===== src/rtl/mips_cpu_muldiv_if.sv =====
`default_nettype none
// ============================================================================
// mips_cpu_muldiv_if : execute-stage <-> multiply/divide unit bus
// Revision 1.0
// ============================================================================
interface mips_cpu_muldiv_if;
   logic        clk_enable;
   logic        start;
   logic [1:0]  op;
   logic [31:0] a;
   logic [31:0] b;
   logic        hi_we;
   logic        lo_we;
   logic        busy;
   logic        done;
   logic [31:0] hi;
   logic [31:0] lo;

   modport master (
      output clk_enable, start, op, a, b, hi_we, lo_we,
      input  busy, done, hi, lo
   );

   modport slave (
      input  clk_enable, start, op, a, b, hi_we, lo_we,
      output busy, done, hi, lo
   );
endinterface
`default_nettype wire


===== src/rtl/mips_cpu_muldiv.sv =====
`default_nettype none
// ============================================================================
// mips_cpu_muldiv : iterative MULT/MULTU/DIV/DIVU unit owning HI/LO.
// Optional macro MULDIV_FAST_MULT_EN: single-cycle combinational multiply.
// Revision 1.0
// ============================================================================
module mips_cpu_muldiv #(
   parameter int ITERATIONS = 32
) (
   input logic              clk,
   input logic              reset,
   mips_cpu_muldiv_if.slave bus
);
   localparam int CW = $clog2(ITERATIONS + 1);

   typedef enum logic [1:0] {
      IDLE = 2'd0,
      CALC = 2'd1,
      FIX  = 2'd2
   } state_t;

   state_t        state;
   state_t        state_nxt;
   logic [CW-1:0] count;
   logic [1:0]    op_q;
   logic          neg_q;
   logic          neg_r;
   logic          div0;
   logic [31:0]   a_raw;
   logic [31:0]   opnd;
   logic [63:0]   p;
   logic [31:0]   hi_q;
   logic [31:0]   lo_q;
   logic          done_q;

   logic        is_signed;
   logic        a_neg;
   logic        b_neg;
   logic [31:0] a_mag;
   logic [31:0] b_mag;
   logic [32:0] mul_sum;
   logic [63:0] mul_step;
   logic [64:0] div_shift;
   logic [32:0] div_trial;
   logic [63:0] div_step;
   logic [63:0] prod_fix;
   logic [31:0] quo_fix;
   logic [31:0] rem_fix;
   logic [63:0] mul_init;

   assign is_signed = ~bus.op[0];
   assign a_neg     = is_signed & bus.a[31];
   assign b_neg     = is_signed & bus.b[31];
   assign a_mag     = a_neg ? -bus.a : bus.a;
   assign b_mag     = b_neg ? -bus.b : bus.b;

   // Multiply: P = {acc, multiplier}; add multiplicand into acc on LSB, shift right.
   assign mul_sum  = {1'b0, p[63:32]} + {1'b0, (p[0] ? opnd : 32'd0)};
   assign mul_step = {mul_sum, p[31:1]};

   // Restoring divide: P = {remainder, dividend/quotient}, shift left then trial subtract.
   assign div_shift = {p, 1'b0};
   assign div_trial = div_shift[64:32] - {1'b0, opnd};
   assign div_step  = div_trial[32] ? div_shift[63:0]
                                    : {div_trial[31:0], div_shift[31:1], 1'b1};

   assign prod_fix = neg_q ? -p : p;
   assign quo_fix  = neg_q ? -p[31:0] : p[31:0];
   assign rem_fix  = neg_r ? -p[63:32] : p[63:32];

`ifdef MULDIV_FAST_MULT_EN
   assign mul_init = {32'd0, a_mag} * {32'd0, b_mag};
`else
   assign mul_init = {32'd0, b_mag};
`endif

   always_ff @(posedge clk or posedge reset) begin
      if (reset) begin
         state <= IDLE;
      end else if (bus.clk_enable) begin
         state <= state_nxt;
      end
   end

   always_comb begin
      state_nxt = state;
      case (state)
         IDLE: begin
            if (bus.start) begin
`ifdef MULDIV_FAST_MULT_EN
               state_nxt = bus.op[1] ? CALC : FIX;
`else
               state_nxt = CALC;
`endif
            end
         end
         CALC:    if (count == CW'(ITERATIONS - 1)) state_nxt = FIX;
         FIX:     state_nxt = IDLE;
         default: state_nxt = IDLE;
      endcase
   end

   always_ff @(posedge clk or posedge reset) begin
      if (reset) begin
         count  <= '0;
         op_q   <= 2'd0;
         neg_q  <= 1'b0;
         neg_r  <= 1'b0;
         div0   <= 1'b0;
         a_raw  <= 32'd0;
         opnd   <= 32'd0;
         p      <= 64'd0;
         hi_q   <= 32'd0;
         lo_q   <= 32'd0;
         done_q <= 1'b0;
      end else if (bus.clk_enable) begin
         done_q <= (state == FIX);
         case (state)
            IDLE: begin
               if (bus.start) begin
                  op_q  <= bus.op;
                  a_raw <= bus.a;
                  neg_q <= a_neg ^ b_neg;
                  neg_r <= a_neg;
                  div0  <= (bus.b == 32'd0);
                  count <= '0;
                  if (bus.op[1]) begin
                     opnd <= b_mag;
                     p    <= {32'd0, a_mag};
                  end else begin
                     opnd <= a_mag;
                     p    <= mul_init;
                  end
               end else begin
                  if (bus.hi_we) hi_q <= bus.a;
                  if (bus.lo_we) lo_q <= bus.a;
               end
            end
            CALC: begin
               count <= count + 1'b1;
               p     <= op_q[1] ? div_step : mul_step;
            end
            FIX: begin
               if (!op_q[1]) begin
                  hi_q <= prod_fix[63:32];
                  lo_q <= prod_fix[31:0];
               end else if (div0) begin
                  hi_q <= a_raw;
                  lo_q <= 32'hFFFF_FFFF;
               end else begin
                  hi_q <= rem_fix;
                  lo_q <= quo_fix;
               end
            end
            default: ;
         endcase
      end
   end

   assign bus.busy = (state != IDLE);
   assign bus.done = done_q;
   assign bus.hi   = hi_q;
   assign bus.lo   = lo_q;
endmodule
`default_nettype wire

===== src/flat_wrapper.sv =====
// flat-port wrapper written by rule: the top's interface ports become plain ports
module mips_cpu_muldiv_flat 
#(
   parameter int ITERATIONS = 32
)
  (clk, reset, bus_clk_enable, bus_start, bus_op, bus_a, bus_b, bus_hi_we, bus_lo_we, bus_busy, bus_done, bus_hi, bus_lo);
  mips_cpu_muldiv_if bus_i ();
  input logic clk;
  input logic reset;
  input wire logic [$bits(bus_i.clk_enable)-1:0] bus_clk_enable;
  input wire logic [$bits(bus_i.start)-1:0] bus_start;
  input wire logic [$bits(bus_i.op)-1:0] bus_op;
  input wire logic [$bits(bus_i.a)-1:0] bus_a;
  input wire logic [$bits(bus_i.b)-1:0] bus_b;
  input wire logic [$bits(bus_i.hi_we)-1:0] bus_hi_we;
  input wire logic [$bits(bus_i.lo_we)-1:0] bus_lo_we;
  output wire logic [$bits(bus_i.busy)-1:0] bus_busy;
  output wire logic [$bits(bus_i.done)-1:0] bus_done;
  output wire logic [$bits(bus_i.hi)-1:0] bus_hi;
  output wire logic [$bits(bus_i.lo)-1:0] bus_lo;
  assign bus_i.clk_enable = bus_clk_enable;
  assign bus_i.start = bus_start;
  assign bus_i.op = bus_op;
  assign bus_i.a = bus_a;
  assign bus_i.b = bus_b;
  assign bus_i.hi_we = bus_hi_we;
  assign bus_i.lo_we = bus_lo_we;
  assign bus_busy = bus_i.busy;
  assign bus_done = bus_i.done;
  assign bus_hi = bus_i.hi;
  assign bus_lo = bus_i.lo;
  mips_cpu_muldiv #(.ITERATIONS(ITERATIONS)) u_core (.clk(clk), .reset(reset), .bus(bus_i));
endmodule

===== config.mk =====
export PLATFORM = sky130hd
export DESIGN_NAME = mips_cpu_muldiv_flat
export DESIGN_NICKNAME = d
export VERILOG_FILES = /design/src/rtl/mips_cpu_muldiv_if.sv /design/src/rtl/mips_cpu_muldiv.sv /design/src/flat_wrapper.sv
export SDC_FILE = /design/constraint.sdc
export NUM_CORES = 1
export LEC_CHECK = 0
export CAP_MARGIN = 20
export CELL_PAD_IN_SITES_DETAIL_PLACEMENT = 0
export CELL_PAD_IN_SITES_GLOBAL_PLACEMENT = 1
export CORE_MARGIN = 2
export CORE_UTILIZATION = 40
export DETAILED_ROUTE_END_ITERATION = 8
export PLACE_DENSITY_LB_ADDON = 0.1
export SLEW_MARGIN = 10
export SYNTH_ARGS = -nofsm -noshare
export SYNTH_HDL_FRONTEND = slang
export SYNTH_SLANG_ARGS = --single-unit

===== constraint.sdc =====
create_clock -name clk -period 14.3 [get_ports clk]
set_clock_uncertainty 0.2 [all_clocks]
set_input_delay 2.86 -clock clk [delete_from_list [all_inputs] [get_ports clk]]
set_output_delay 2.86 -clock clk [all_outputs]
set_load 0.01 [all_outputs]

== After elaboration in Yosys (flattened, before gate mapping) ==
Index checks and enable logic that the tools add are counted.

* Flip-flop bits (word level): 206
* Input port bits: 72
* Output and inout bits: 66
* Word-level logic and storage cells: 69

* $add $sub $neg: 8
* Equal/unequal tests: 8
* Multiplexer cells: 27
* Bitwise operators: 4
* Reduce and logical (&&, ||, !) cells: 10

{| class="wikitable"
|+ Operators with widths
! kind !! count
|-
| 32-bit two-way mux || 15
|-
| 64-bit two-way mux || 4
|-
| 32-bit negator || 4
|-
| 32-bit one-hot mux with 2 select lines || 2
|-
| 64-bit one-hot mux with 2 select lines || 1
|-
| 64-bit negator || 1
|-
| 32-bit by 32-bit adder with 33-bit output || 1
|-
| 33-bit by 32-bit subtractor with 33-bit output || 1
|-
| 32-bit zero test || 1
|-
| 6-bit one-hot mux with 2 select lines || 1
|-
| 3-bit AND reduction || 3
|-
| 2-bit inequality test (second input constant) || 4
|-
| 4-bit AND reduction || 2
|-
| 6-bit by 1-bit adder with 6-bit output (second input constant) || 1
|-
| 6-bit by 5-bit equality test with 1-bit output (second input constant) || 1
|-
| 6-bit two-way mux || 1
|-
| 2-bit nonzero test || 3
|-
| 2-bit two-way mux || 2
|-
| 2-bit one-hot mux with 2 select lines || 1
|-
| 1-bit bitwise AND || 2
|-
| 2-bit by 1-bit equality test with 1-bit output (second input constant) || 1
|-
| 2-bit equality test (second input constant) || 1
|-
| 2-bit zero test || 1
|-
| 2-bit by 1-bit inequality test with 1-bit output (second input constant) || 1
|-
| other kinds (2) || 2
|}

== Depth between registers and ports, before layout ==
Gate-level depths: netlist of the first run.

* Word-level depth: 6
* Mapped depth: 16
* Mapped depth without buffers: 14

== Worst setup path before layout of the first run ==
Ideal clock, no wire load.

* Kind: in2reg
* Start point: input port bus_b[4]
* End point: register u_core.p[27]
* Library setup time: 65 ps
* Data arrival time: 5089 ps
* Data required time: 14035 ps
* Slack: 8946 ps
* Cell stages on the path: 9
* Path buffers: 0
* Path through: nor4_1 > nor4b_1 > nand4_1 > nor3_1 > nor2_1 > xor2_1 > nor2_1 > a211oi_1 > o22a_1

* Word-level cells in the longest chain between the ends: 5

{| class="wikitable"
|+ Ends and longest elaborated chain
! what !! RTL line !! RTL
|-
| start: declaration || flat_wrapper.sv:14 || <nowiki>input wire logic [$bits(bus_i.b)-1:0] bus_b;</nowiki>
|-
| 32-bit negator || mips_cpu_muldiv.sv:55 || <nowiki>assign b_mag = b_neg ? -bus.b : bus.b;</nowiki>
|-
| 32-bit two-way mux || mips_cpu_muldiv.sv:55 ||
|-
| 32-bit two-way mux || mips_cpu_muldiv.sv:127 || <nowiki>if (bus.op[1]) begin</nowiki>
|-
| 64-bit two-way mux || mips_cpu_muldiv.sv:120 || <nowiki>if (bus.start) begin</nowiki>
|-
| 64-bit one-hot mux with 2 select lines || mips_cpu_muldiv.sv:118 || <nowiki>case (state)</nowiki>
|-
| end signal: assignment || mips_cpu_muldiv.sv:129 || <nowiki>p <= {32'd0, a_mag};</nowiki>
|-
| end signal: assignment || mips_cpu_muldiv.sv:132 || <nowiki>p <= mul_init;</nowiki>
|-
| end signal: assignment || mips_cpu_muldiv.sv:141 || <nowiki>p <= op_q[1] ? div_step : mul_step;</nowiki>
|-
| end: declaration || mips_cpu_muldiv.sv:31 || <nowiki>logic [63:0] p;</nowiki>
|}

No other way between the ends. The select of a mux whose other input is x is not followed.
A chain may end at the register's enable or synchronous reset.

== Worst setup path in the final report of the first run ==
* Start point: input port bus_a[2]
* End point: register u_core.p[29]

* Word-level cells in the longest chain between the ends: 5

{| class="wikitable"
|+ Ends and longest elaborated chain
! what !! RTL line !! RTL
|-
| start: declaration || flat_wrapper.sv:13 || <nowiki>input wire logic [$bits(bus_i.a)-1:0] bus_a;</nowiki>
|-
| 32-bit negator || mips_cpu_muldiv.sv:54 || <nowiki>assign a_mag = a_neg ? -bus.a : bus.a;</nowiki>
|-
| 32-bit two-way mux || mips_cpu_muldiv.sv:54 ||
|-
| 32-bit two-way mux || mips_cpu_muldiv.sv:127 ||
|-
| 64-bit two-way mux || mips_cpu_muldiv.sv:120 ||
|-
| 64-bit one-hot mux with 2 select lines || mips_cpu_muldiv.sv:118 ||
|}

No other way between the ends. The select of a mux whose other input is x is not followed.

==> metrics.yaml, run 1 <==
synth:
  synth_top_flop_cell: "dfrtp_1"
  yosysSeqAreaShare: 0.303
  synth-seq-cells: 205
  synth_largest_area_cell: "dfrtp_1"
  yosys-top-cells-area: "dfrtp_1 30%, nand2_1 6.9%, o21ai_0 6.9%"
  synth_area_per_cell_um2: 7.58
  synth_top_area_share: 0.303
  synth_area_um2: 16900
  async_reset_ff_frac: 1.00
  synth_cells: 2231
  synthesis.nets: 2374
  synth_cell_types: 75
  yosysWarnings: 0
  synth_edf_count: 0
min_path:
  hold_path.class: "flop to flop"
  worstHoldPathCells: 2
layout:
  multiInputGateArea_um2: 10900
  syn_to_final_growth_pct: 15.8
  drive_gt1_frac: 0.0493
  final_util: 0.468
  final_area_um2: 19600
  ff_latch_area_um2: 5130
  nets: 2412
  fillers: 4223
timing:
  setup_viol: 0
  holdWs_ns: 0.270
  maxSlewViolCount: 0
  worstMarginPinSlew_ns: 1.07
  rsz0062_at_grt: "no"
  setup-tns-final_ns: 0
  fmax_mhz: 169
  min_period_ns: 5.93
  hold_viol: 0
  timing.slew.headroom: 0.286
  fin_crit_sh: 0.415
route:
  first_iter_violations: 1569
  num_vias: 17200
  final_antenna_net_count: 0
  wire_per_inst_um: 24.4
  routed_wl_um: 69000
  drc: 0
  drt_first_pass_iters: 5
  vias_per_cell: 6.06
worst_setup_path:
  cp_max_fo: 8
  path_delay_family: "simple AND/OR/NAND/NOR gates"
  crit_slowest_cell: "nor4b_1"
  critPathCaptureType: "flop"
  start_kind: "input port"
  reg2regPathDepth: 14
  path_buf_inv: 1
  worst-endpoint-arrival_ns: 6.15
  max_stage_delay_ns: 0.70
  path_cells: "clkdlybuf4s50_1 -> nor4_1 -> nor4b_1 -> and3_1 -> nand3b_1 -> nor2_1 -> nor2_1 -> xnor2_1 -> a21oi_1 -> a21oi_1 -> o21ai_0"
  required_ns: 14.52
  critical_path_cell_count: 11
  criticalPathCategory: "input port to flop"
clock_network:
  cts_hold_buffers: 0
  clkTransAtPathRegs_ns: 0.06
  htree_num_levels: 1
  cts.repair.resized: 0
  cts.sinks: 205
  cts_tree: "yes"
  cts_buffers: 27
  insertion_delay_ns: 0.57
  cts.root.buffer_cell: "clkbuf_16"
  cts_max_path_buffers: 3
  cts_setup_buffers: 0
floorplan:
  rows: 75
  core_um2: 41900
  die_area_um2: 44000
  die_y_um: 210
  fp.dieW_um: 210
  io-pin-count: 138
  initial_core_util: 0.404
global_route:
  grt_pass1_vias: 16300
  grt_pass1_wl_um: 103000
  grt_overflow: 0
  antenna_found_initial: 3
  grt_usage: 0.308
  grt_max_degree: 101
run_status:
  status: "complete, no violations"
pwr:
  power_density_nw_per_um2: 233
  leakagePower_uw: 0.00822
  vdd_drop_max_mv: 0.188
  p_total_uw: 4570
placed_design:
  place_area_um2: 18700
  hpwl_um: 51500
  port_buffers: 137
  gp_congestion: 0.944
run:
  max_cap_viol_count: 0
## cell families after synthesis
logic type	share of synthesized area
AOI/OAI and AO/OA	0.266
xor gates and xnor gates	0.0808
adders and majority gates	0.0534
buffers and inverters	0.0536
DFF	0.303
muxes	0.0439
and+or+nand+nor	0.199
## through the flow
step | std cells | setup WS (ns)
global route | 2829 | 8.05
floorplan | 2231 | 5.64
CTS | 2829 | 8.47
global placement | 2779 | 7.95
finish | 2831 | 8.37
detailed placement | 2779 | 7.86
## cell usage after synthesis, types with 38 or more instances
master,n
inv_1,72
a21o_1,40
o22ai_1,38
xnor2_1,94
clkbuf_1,139
nor2_1,223
dfrtp_1,205
mux2i_1,64
nand2_1,310
a21oi_1,217
ha_1,69
o21ai_0,232
xor2_1,62
## worst min-delay path, cell delays in order (launching register included)
cell     delay (ns)
dfrtp_1        0.34
nand2_1        0.05
nand2_1        0.05
## report_power, final
| group | total (uW) | switching, uW | internal (uW) | leakage (uW) |
|---|---|---|---|---|
| Sequential | 1210 | 376 | 836 | 0.00254 |
| Clock | 734 | 290 | 444 | 0.000459 |
| Combinational | 2630 | 1520 | 1110 | 0.00523 |
| Total | 4570 | 2180 | 2390 | 0.00822 |
## registers in the layout (all words and copies together), names as in the netlist
register / count
u_core.div0: 1
u_core.p: 64
u_core.state: 2
u_core.a_raw: 32
u_core.neg_r: 1
u_core.bus.done: 1
u_core.neg_q: 1
u_core.count: 6
u_core.bus.hi: 32
u_core.bus.lo: 32
u_core.opnd: 32
u_core.op_q: 1
## cell usage in the layout, fill, tap and decap left out, types with 9 or more instances in the layout
cell | synthesis | final
a211oi_1 | 32 | 32
a21o_1 | 40 | 40
a21oi_1 | 217 | 217
a22oi_1 | 17 | 17
a31oi_1 | 19 | 19
and2_1 | 9 | 9
buf_4 | 0 | 34
clkbuf_16 | 0 | 27
clkdlybuf4s50_1 | 0 | 136
dfrtp_1 | 205 | 204
ha_1 | 69 | 69
inv_1 | 72 | 71
mux2_2 | 9 | 9
mux2i_1 | 64 | 64
nand2_1 | 310 | 310
nand2b_1 | 19 | 19
nand3_1 | 22 | 22
nand4_1 | 19 | 19
nor2_1 | 223 | 221
nor2b_1 | 23 | 22
nor3_1 | 25 | 24
nor4_1 | 25 | 25
o211ai_1 | 25 | 25
o21ai_0 | 232 | 231
o21bai_1 | 10 | 10
o221ai_1 | 18 | 18
o22ai_1 | 38 | 38
o31ai_1 | 25 | 25
o41ai_1 | 12 | 12
or3_1 | 19 | 18
or4_1 | 14 | 14
xnor2_1 | 94 | 94
xor2_1 | 62 | 61
## path summary, 6_finish.rpt
| path | start | end | slack [ns] |
|---|---|---|---|
| max | bus_a[2] | u_core.p[29]$_DFFE_PP0P_ | 8.37 |
| max reg2reg | u_core.p[0]$_DFFE_PP0P_ | u_core.p[60]$_DFFE_PP0P_ | 9.65 |
| min | u_core.a_raw[30]$_DFFE_PP0P_ | u_core.a_raw[30]$_DFFE_PP0P_ | 0.27 |
| max in group asynchronous | reset | u_core.op_q[1]$_DFFE_PP0P_ | 9.84 |
| min in group asynchronous | reset | u_core.bus.hi[24]$_DFFE_PP0P_ | 2.59 |
| min reg2reg | u_core.a_raw[30]$_DFFE_PP0P_ | u_core.a_raw[30]$_DFFE_PP0P_ | 0.27 |
## cell type report
type                       instances  share of cell area
multi-input combinational       1791               0.558
inverter                          73              0.0144
timing repair buffer             171              0.0827
tap                              539              0.0344
sequential                       205               0.262
clock inverter                    13             0.00887
clock buffer                      37              0.0389
antenna                            2            0.000255
## routing by layer
layer | wire (um) | part of all wire | vias up | global-route usage
met5 | 0 | 0 | - | 0
met4 | 3230 | 0.047 | 0 | 0.129
met3 | 4070 | 0.059 | 141 | 0.0459
met2 | 32100 | 0.47 | 549 | 0.508
met1 | 29600 | 0.43 | 8429 | 0.406
li1 | - | - | 8050 | -
(Power assumes the default switching activity.)
==> inputs of run 2 (changes only) <==
==> constraint.sdc (replaced) <==
create_clock -name clk -period 5.9 [get_ports clk]
set_clock_uncertainty 0.2 [all_clocks]
set_input_delay 1.18 -clock clk [delete_from_list [all_inputs] [get_ports clk]]
set_output_delay 1.18 -clock clk [all_outputs]
set_load 0.01 [all_outputs]
==> run 2 against run 1 <==
  * Register-to-register slack got worse by 8.1 ns
  * Clock-buffer cell count decreased by 5
  * Core utilization increased by 0.19 points
  * Sequential cell count unchanged
  * Sequential power increased by 140%
  * Wire length increased by 0.33%
  * Final area increased by 0.40%
  * Largest cell class unchanged
==> metrics.yaml, run 2 (synthesized netlist as in run 1, its figures left out) <==
min_path:
  hold_path.class: "flop to flop"  # unchanged
  hold_end: "u_core.a_raw[30]$_DFFE_PP0P_"  # unchanged
  worstHoldPathCells: 2  # unchanged
  min_from: "u_core.a_raw[30]$_DFFE_PP0P_"  # unchanged
layout:
  syn_to_final_growth_pct: 16.3  # was 15.8%
  fillers: 4282  # was 4,223
  ff_latch_area_um2: 5130  # unchanged
  fin_cells: 2837  # was 2,831
  final_common_cell: "nand2_1"  # unchanged
  multiInputGateArea_um2: 10900  # unchanged
  drive_gt1_frac: 0.0540  # was 0.0493
  mostFrequentLayoutCells: "310 x nand2_1, 231 x o21ai_0, 222 x nor2_1, 217 x a21oi_1, 204 x dfrtp_1"  # was 310 x nand2_1, 231 x o21ai_0, 221 x nor2_1, 217 x a21oi_1, 204 x dfrtp_1
  final_util: 0.470  # was 0.468
  nets: 2420  # was 2,412
  regMostFlops: "u_core.p"  # unchanged
  largest_reg_flops: 64  # unchanged
worst_setup_path:
  timing.rr.start: "u_core.p[32]$_DFFE_PP0P_"  # was u_core.p[0]$_DFFE_PP0P_
  crit_slowest_cell: "xor2_4"  # was nor4b_1
  cp_max_fo: 19  # was 8
  start_kind: "flop"  # was input port
  worst-endpoint-arrival_ns: 4.61  # was 6.15 ns
  max_stage_delay_ns: 0.63  # was 0.70 ns
  criticalPathCategory: "flop to flop"  # was input port to flop
  path_cells: "inv_1 -> fa_1 -> nand2b_1 -> a21oi_1 -> o2111ai_1 -> a21oi_1 -> o211ai_1 -> nand3_1 -> xor2_4 -> buf_4 -> nor2_1 -> a31oi_1 -> o21ai_0"  # was clkdlybuf4s50_1 -> nor4_1 -> nor4b_1 -> and3_1 -> nand3b_1 -> nor2_1 -> nor2_1 -> xnor2_1 -> a21oi_1 -> a21oi_1 -> o21ai_0
  reg2reg_slack_ns: 1.53  # was 9.65 ns
  cpMostUsedCell: "a21oi_1"
  critPathLaunch: "u_core.p[32]$_DFFE_PP0P_"  # was bus_a[2]
  critPathCaptureType: "flop"  # unchanged
  reg2reg_to: "u_core.p[34]$_DFFE_PP0P_"  # was u_core.p[60]$_DFFE_PP0P_
  required_ns: 6.14  # was 14.52 ns
  reg2regPathDepth: 13  # was 14
global_route:
  grt_pass1_wl_um: 104000  # was 103,000 um
  grt_max_degree: 100  # was 101
  grt_pass1_vias: 16500  # was 16.3k
  grt_overflow: 0  # unchanged
  antenna_found_initial: 1  # was 3
  grt_usage: 0.311  # was 0.308
timing:
  maxSlewViolCount: 0  # unchanged
  fin_crit_sh: 0.741
  timing.slew.headroom: 0.254  # was 0.286
  worstMarginPinSlew_ns: 1.12  # was 1.07 ns
  rsz0062_at_grt: "no"  # unchanged
  setup-tns-final_ns: 0  # unchanged
  min_period_ns: 4.37
  setup_viol: 0  # unchanged
  fmax_mhz: 229
  fin_ws_ns: 1.53  # was 8.37 ns
  hold_viol: 0  # unchanged
floorplan:
  io-pin-count: 138  # unchanged
  fp.dieW_um: 210  # unchanged
  core_um2: 41900  # unchanged
  die_area_um2: 44000  # unchanged
  rows: 75  # unchanged
  initial_core_util: 0.404  # unchanged
  die_y_um: 210  # unchanged
route:
  num_vias: 17000  # was 17.2k
  wire_per_inst_um: 24.4  # about the same
  final_antenna_net_count: 0  # unchanged
  vias_per_cell: 6.01  # was 6.06
  drc: 0  # unchanged
  drt_first_pass_iters: 6  # was 5
  routed_wl_um: 69200  # was 69,000 um
  first_iter_violations: 1442  # was 1,569
placed_design:
  port_buffers: 137  # unchanged
  gp_congestion: 0.926  # was 0.944
  dp_cells: 2787  # was 2,779
  hpwl_um: 52200  # was 51,500 um
  pre_cts_ws_ns: 1.26  # was 7.86 ns
clock_network:
  cts_hold_buffers: 0  # unchanged
  clkTransAtPathRegs_ns: 0.06  # about the same
  cts.sinks: 205  # unchanged
  cts_setup_buffers: 0  # unchanged
  cts_buffers: 27  # unchanged
  cts_max_path_buffers: 3  # unchanged
  insertion_delay_ns: 0.57  # about the same
  cts.repair.resized: 0  # unchanged
  cts.root.buffer_cell: "clkbuf_16"  # unchanged
  cts_tree: "yes"  # unchanged
  htree_num_levels: 1  # unchanged
pwr:
  vdd_drop_max_mv: 0.305  # was 0.188 mV
  p_total_uw: 11200  # was 4570 uW
  power_density_nw_per_um2: 567  # was 233 nW/um2
  leakagePower_uw: 0.00826  # was 0.00822 uW
run_status:
  status: "complete, no violations"  # unchanged
run:
  max_cap_viol_count: 0  # unchanged
[run 2: layout make-up]
class                   count  share of cell area
multi-input cells        1791               0.556
clock buffers              32              0.0373
well taps                 539              0.0343
clock inverters            17              0.0109
inverters                  73              0.0141
repair buffers            179              0.0861
diodes                      1            0.000127
flip-flops and latches    205               0.261
[run 2: metrics by stage]
step                cell area (um2)  hold WS [ns]
CTS                           19700         0.277
floorplan                     16900         0.240
global placement              18700         0.253
global route                  19700         0.301
detailed placement            18700         0.261
finish                        19700         0.272
[run 2: critical path: cells and delay by family (launching register included)]
kind | cells | cell delay [ns]
fa+ha+maj | 1 | 0.45
simple gates | 3 | 0.47
compound gates | 6 | 1.44
buf+inv | 2 | 0.50
flops | 1 | 0.53
xor+xnor | 1 | 0.63
[run 2: per-layer routing]
metal | global-route usage | share of wire | up-vias
met5 | 0 | 0 | -
met4 | 0.119 | 0.042 | 0
met3 | 0.0334 | 0.052 | 124
met2 | 0.519 | 0.47 | 595
met1 | 0.416 | 0.43 | 8264
li1 | - | - | 8056
[run 2: how the worst max path moves through the flow]
stage,endpoint,slack [ns],cells after the start
floorplan,u_core.a_raw[0]$_DFFE_PP0P_,1.86,1
global placement,u_core.opnd[27]$_DFFE_PP0P_,1.35,10
detailed placement,u_core.opnd[27]$_DFFE_PP0P_,1.26,10
CTS,u_core.p[34]$_DFFE_PP0P_,1.55,13
global route,u_core.bus.hi[26]$_DFFE_PP0P_,1.30,11
finish,u_core.p[34]$_DFFE_PP0P_,1.53,13
[run 2: where the power goes]
part	internal (uW)	total [uW]	leakage, uW	switching, uW
Sequential	2030	2930	0.00254	902
Clock	1070	1800	0.000461	734
Combinational	2740	6430	0.00527	3690
Total	5830	11200	0.00826	5330
==> inputs of run 3 (changes only) <==
==> constraint.sdc (replaced) <==
create_clock -name clk -period 3.9 [get_ports clk]
set_clock_uncertainty 0.2 [all_clocks]
set_input_delay 0.78 -clock clk [delete_from_list [all_inputs] [get_ports clk]]
set_output_delay 0.78 -clock clk [all_outputs]
set_load 0.01 [all_outputs]
==> run 3 against run 2 <==
  * Via count is 4.0% higher
  * Non-clock buffer count up 149
  * Sequential share of layout area down 1.6 points
  * Combinational power up 70%
  * First-iteration DRC count rose by 16%
  * Core utilization is 3.1 points higher
  * Die area unchanged
  * Global-route usage rose by 1.2 points
==> metrics.yaml, run 3 (synthesized netlist as in run 1, its figures left out) <==
placed_design:
  gp_congestion: 0.961  # was 0.926
  port_buffers: 137  # unchanged
  place_area_um2: 20000  # was 18,700 um2
  hpwl_um: 56100  # was 52,200 um
  dp_cells: 2935  # was 2,787
layout:
  syn_to_final_growth_pct: 23.9  # was 16.3%
  regMostFlops: "u_core.p"  # unchanged
  drive_gt1_frac: 0.115  # was 0.0540
  largest_reg_flops: 64  # unchanged
  final_common_cell: "nand2_1"  # unchanged
  fin_cells: 2985  # was 2,837
  final_area_um2: 21000  # was 19,700 um2
  nets: 2568  # was 2,420
  mostFrequentLayoutCells: "310 x nand2_1, 228 x o21ai_0, 222 x nor2_1, 216 x a21oi_1, 204 x dfrtp_1"  # was 310 x nand2_1, 231 x o21ai_0, 222 x nor2_1, 217 x a21oi_1, 204 x dfrtp_1
route:
  first_iter_violations: 1672  # was 1,442
  drt_first_pass_iters: 8  # was 6
  wire_per_inst_um: 24.1  # was 24.4 um
  routed_wl_um: 72000  # was 69,200 um
  final_antenna_net_count: 0  # unchanged
  vias_per_cell: 5.94  # was 6.01
  drc: 0  # unchanged
  num_vias: 17700  # was 17.0k
clock_network:
  cts_tree: "yes"  # unchanged
  cts_buffers: 26  # was 27
  cts_hold_buffers: 0  # unchanged
  clkTransAtPathRegs_ns: 0.06  # about the same
  htree_num_levels: 1  # unchanged
  cts.sinks: 205  # unchanged
  cts.root.buffer_cell: "clkbuf_16"  # unchanged
  cts_max_path_buffers: 3  # unchanged
  insertion_delay_ns: 0.56  # was 0.57 ns
pwr:
  power_density_nw_per_um2: 843  # was 567 nW/um2
  p_total_uw: 17700  # was 11,200 uW
  vdd_drop_max_mv: 0.429  # was 0.305 mV
  combPwrFrac: 0.614  # was 0.576
  switching_share: 0.465  # was 0.477
  pwr-share-seq: 0.233  # was 0.262
  p_int_uw: 9460  # was 5830 uW
  p_sw_uw: 8220  # was 5330 uW
  leakagePower_uw: 0.00905  # was 0.00826 uW
  power.share.clock: 0.153  # was 0.161
run:
  max_cap_viol_count: 0  # unchanged
min_path:
  hold_path.class: "flop to flop"  # unchanged
global_route:
  grt_usage: 0.323  # was 0.311
  grt_overflow: 0  # unchanged
  grt_max_degree: 87  # was 100
  grt_pass1_wl_um: 107000  # was 104,000 um
  antenna_found_initial: 0  # was 1
  grt_pass1_vias: 16900  # was 16.5k
worst_setup_path:
  path_cells: "inv_1 -> ha_1 -> nor4b_2 -> buf_4 -> nand3_1 -> or3_1 -> or4b_1 -> or3_1 -> o21ai_0 -> mux2_2 -> o22ai_1 -> a21oi_1"  # was inv_1 -> fa_1 -> nand2b_1 -> a21oi_1 -> o2111ai_1 -> a21oi_1 -> o211ai_1 -> nand3_1 -> xor2_4 -> buf_4 -> nor2_1 -> a31oi_1 -> o21ai_0
  reg2reg_slack_ns: 0.15  # was 1.53 ns
  critPathCaptureType: "flop"  # unchanged
  criticalPathCategory: "flop to flop"  # unchanged
  max_stage_delay_ns: 0.50  # was 0.63 ns
  cpMostUsedCell: "or3_1"  # was a21oi_1
  cp_max_fo: 3  # was 19
  required_ns: 4.12  # was 6.14 ns
  crit_slowest_cell: "or4b_1"  # was xor2_4
  worst-endpoint-arrival_ns: 3.97  # was 4.61 ns
  start_kind: "flop"  # unchanged
  path_buf_inv: 2  # unchanged
  path_delay_family: "simple AND/OR/NAND/NOR gates"  # was compound AO/OA/AOI/OAI gates
floorplan:
  die_area_um2: 44000  # unchanged
  fp.dieW_um: 210  # unchanged
  initial_core_util: 0.404  # unchanged
  die_y_um: 210  # unchanged
  io-pin-count: 138  # unchanged
  core_um2: 41900  # unchanged
  rows: 75  # unchanged
timing:
  min_period_ns: 3.75  # was 4.37 ns
  fin_crit_sh: 0.960  # was 0.741
  timing.slew.headroom: 0.396  # was 0.254
  rsz0062_at_grt: "no"  # unchanged
  hold_viol: 0  # unchanged
  worstMarginPinSlew_ns: 0.903  # was 1.12 ns
  fmax_mhz: 267  # was 229 MHz
  setup_viol: 0  # unchanged
  maxSlewViolCount: 0  # unchanged
run_status:
  status: "complete, no violations"  # unchanged
run 3: cell count changes in the layout (fill, tap and decap cells not counted), moves of 2 or more:
cell / delta
buf_4: +139
buf_12: +10
o21ai_0: -3
a2111oi_0: -2
clkbuf_8: +2
inv_6: -2
o21ai_1: +2
run 3: through the flow:
stage / util / worst slack [ns] / TNS [ns] / hold WS [ns]
5_1_grt: 0.501 / 0.0320 / 0 / 0.296
4_1_cts: 0.500 / 0.00106 / 0 / 0.279
3_3_place_gp: 0.477 / -0.177 / -0.656 / 0.254
3_5_place_dp: 0.477 / -0.212 / -0.508 / 0.262
2_1_floorplan: - / 0.262 / 0 / 0.240
6_report: 0.501 / 0.154 / 0 / 0.279
run 3: layer usage:
metal  vias up  part of all wire  GRT usage
li1       8373                 -          -
met1      8631              0.43      0.432
met2       603              0.47      0.536
met3       121             0.061     0.0495
met4         0             0.036      0.102
met5         -                 0          0
run 3: power by group through the flow:
stage | registers, uW | logic (uW) | clock network (uW)
2_1_floorplan | 3830 | 6900 | 0
3_5_place_dp | 4110 | 10700 | 0
3_3_place_gp | 4100 | 10600 | 0
5_1_grt | 4210 | 11900 | 2820
4_1_cts | 4090 | 10700 | 2740
6_report | 4110 | 10900 | 2700
run 3: timing repair:
item / CTS / global route
gates cloned: 0 / 0
setup endpoints to repair: 3 / 14
resized for setup: 2 / 13
pin swaps: 0 / 2
buffers inserted: 0 / 1
run 3: tightest hold or removal path, cell delays in order (launching register included):
cell and delay [ns]:
dfrtp_1 0.34, nand2_1 0.04, o21ai_0 0.06
run 3: cell type report:
class	instances	area, um2
Multi-Input combinational cell	1791	11000
Tap cell	539	674
Clock inverter	14	186
Inverter	73	278
Sequential cell	205	5130
Timing Repair Buffer	328	2940
Clock buffer	34	762
Antenna cell	1	2.50
Fill cell	4167	20900
run 3: path summary, 6_finish.rpt:
check,start,to,depth (start not counted)
min reg2reg,u_core.bus.hi[24]$_DFFE_PP0P_,u_core.bus.hi[24]$_DFFE_PP0P_,2
min in group asynchronous,reset,u_core.bus.hi[29]$_DFFE_PP0P_,2
max reg2reg,u_core.p[32]$_DFFE_PP0P_,u_core.bus.hi[26]$_DFFE_PP0P_,12
min,u_core.bus.hi[24]$_DFFE_PP0P_,u_core.bus.hi[24]$_DFFE_PP0P_,2
max,u_core.p[32]$_DFFE_PP0P_,u_core.bus.hi[26]$_DFFE_PP0P_,12
max in group asynchronous,reset,u_core.bus.lo[12]$_DFFE_PP0P_,4
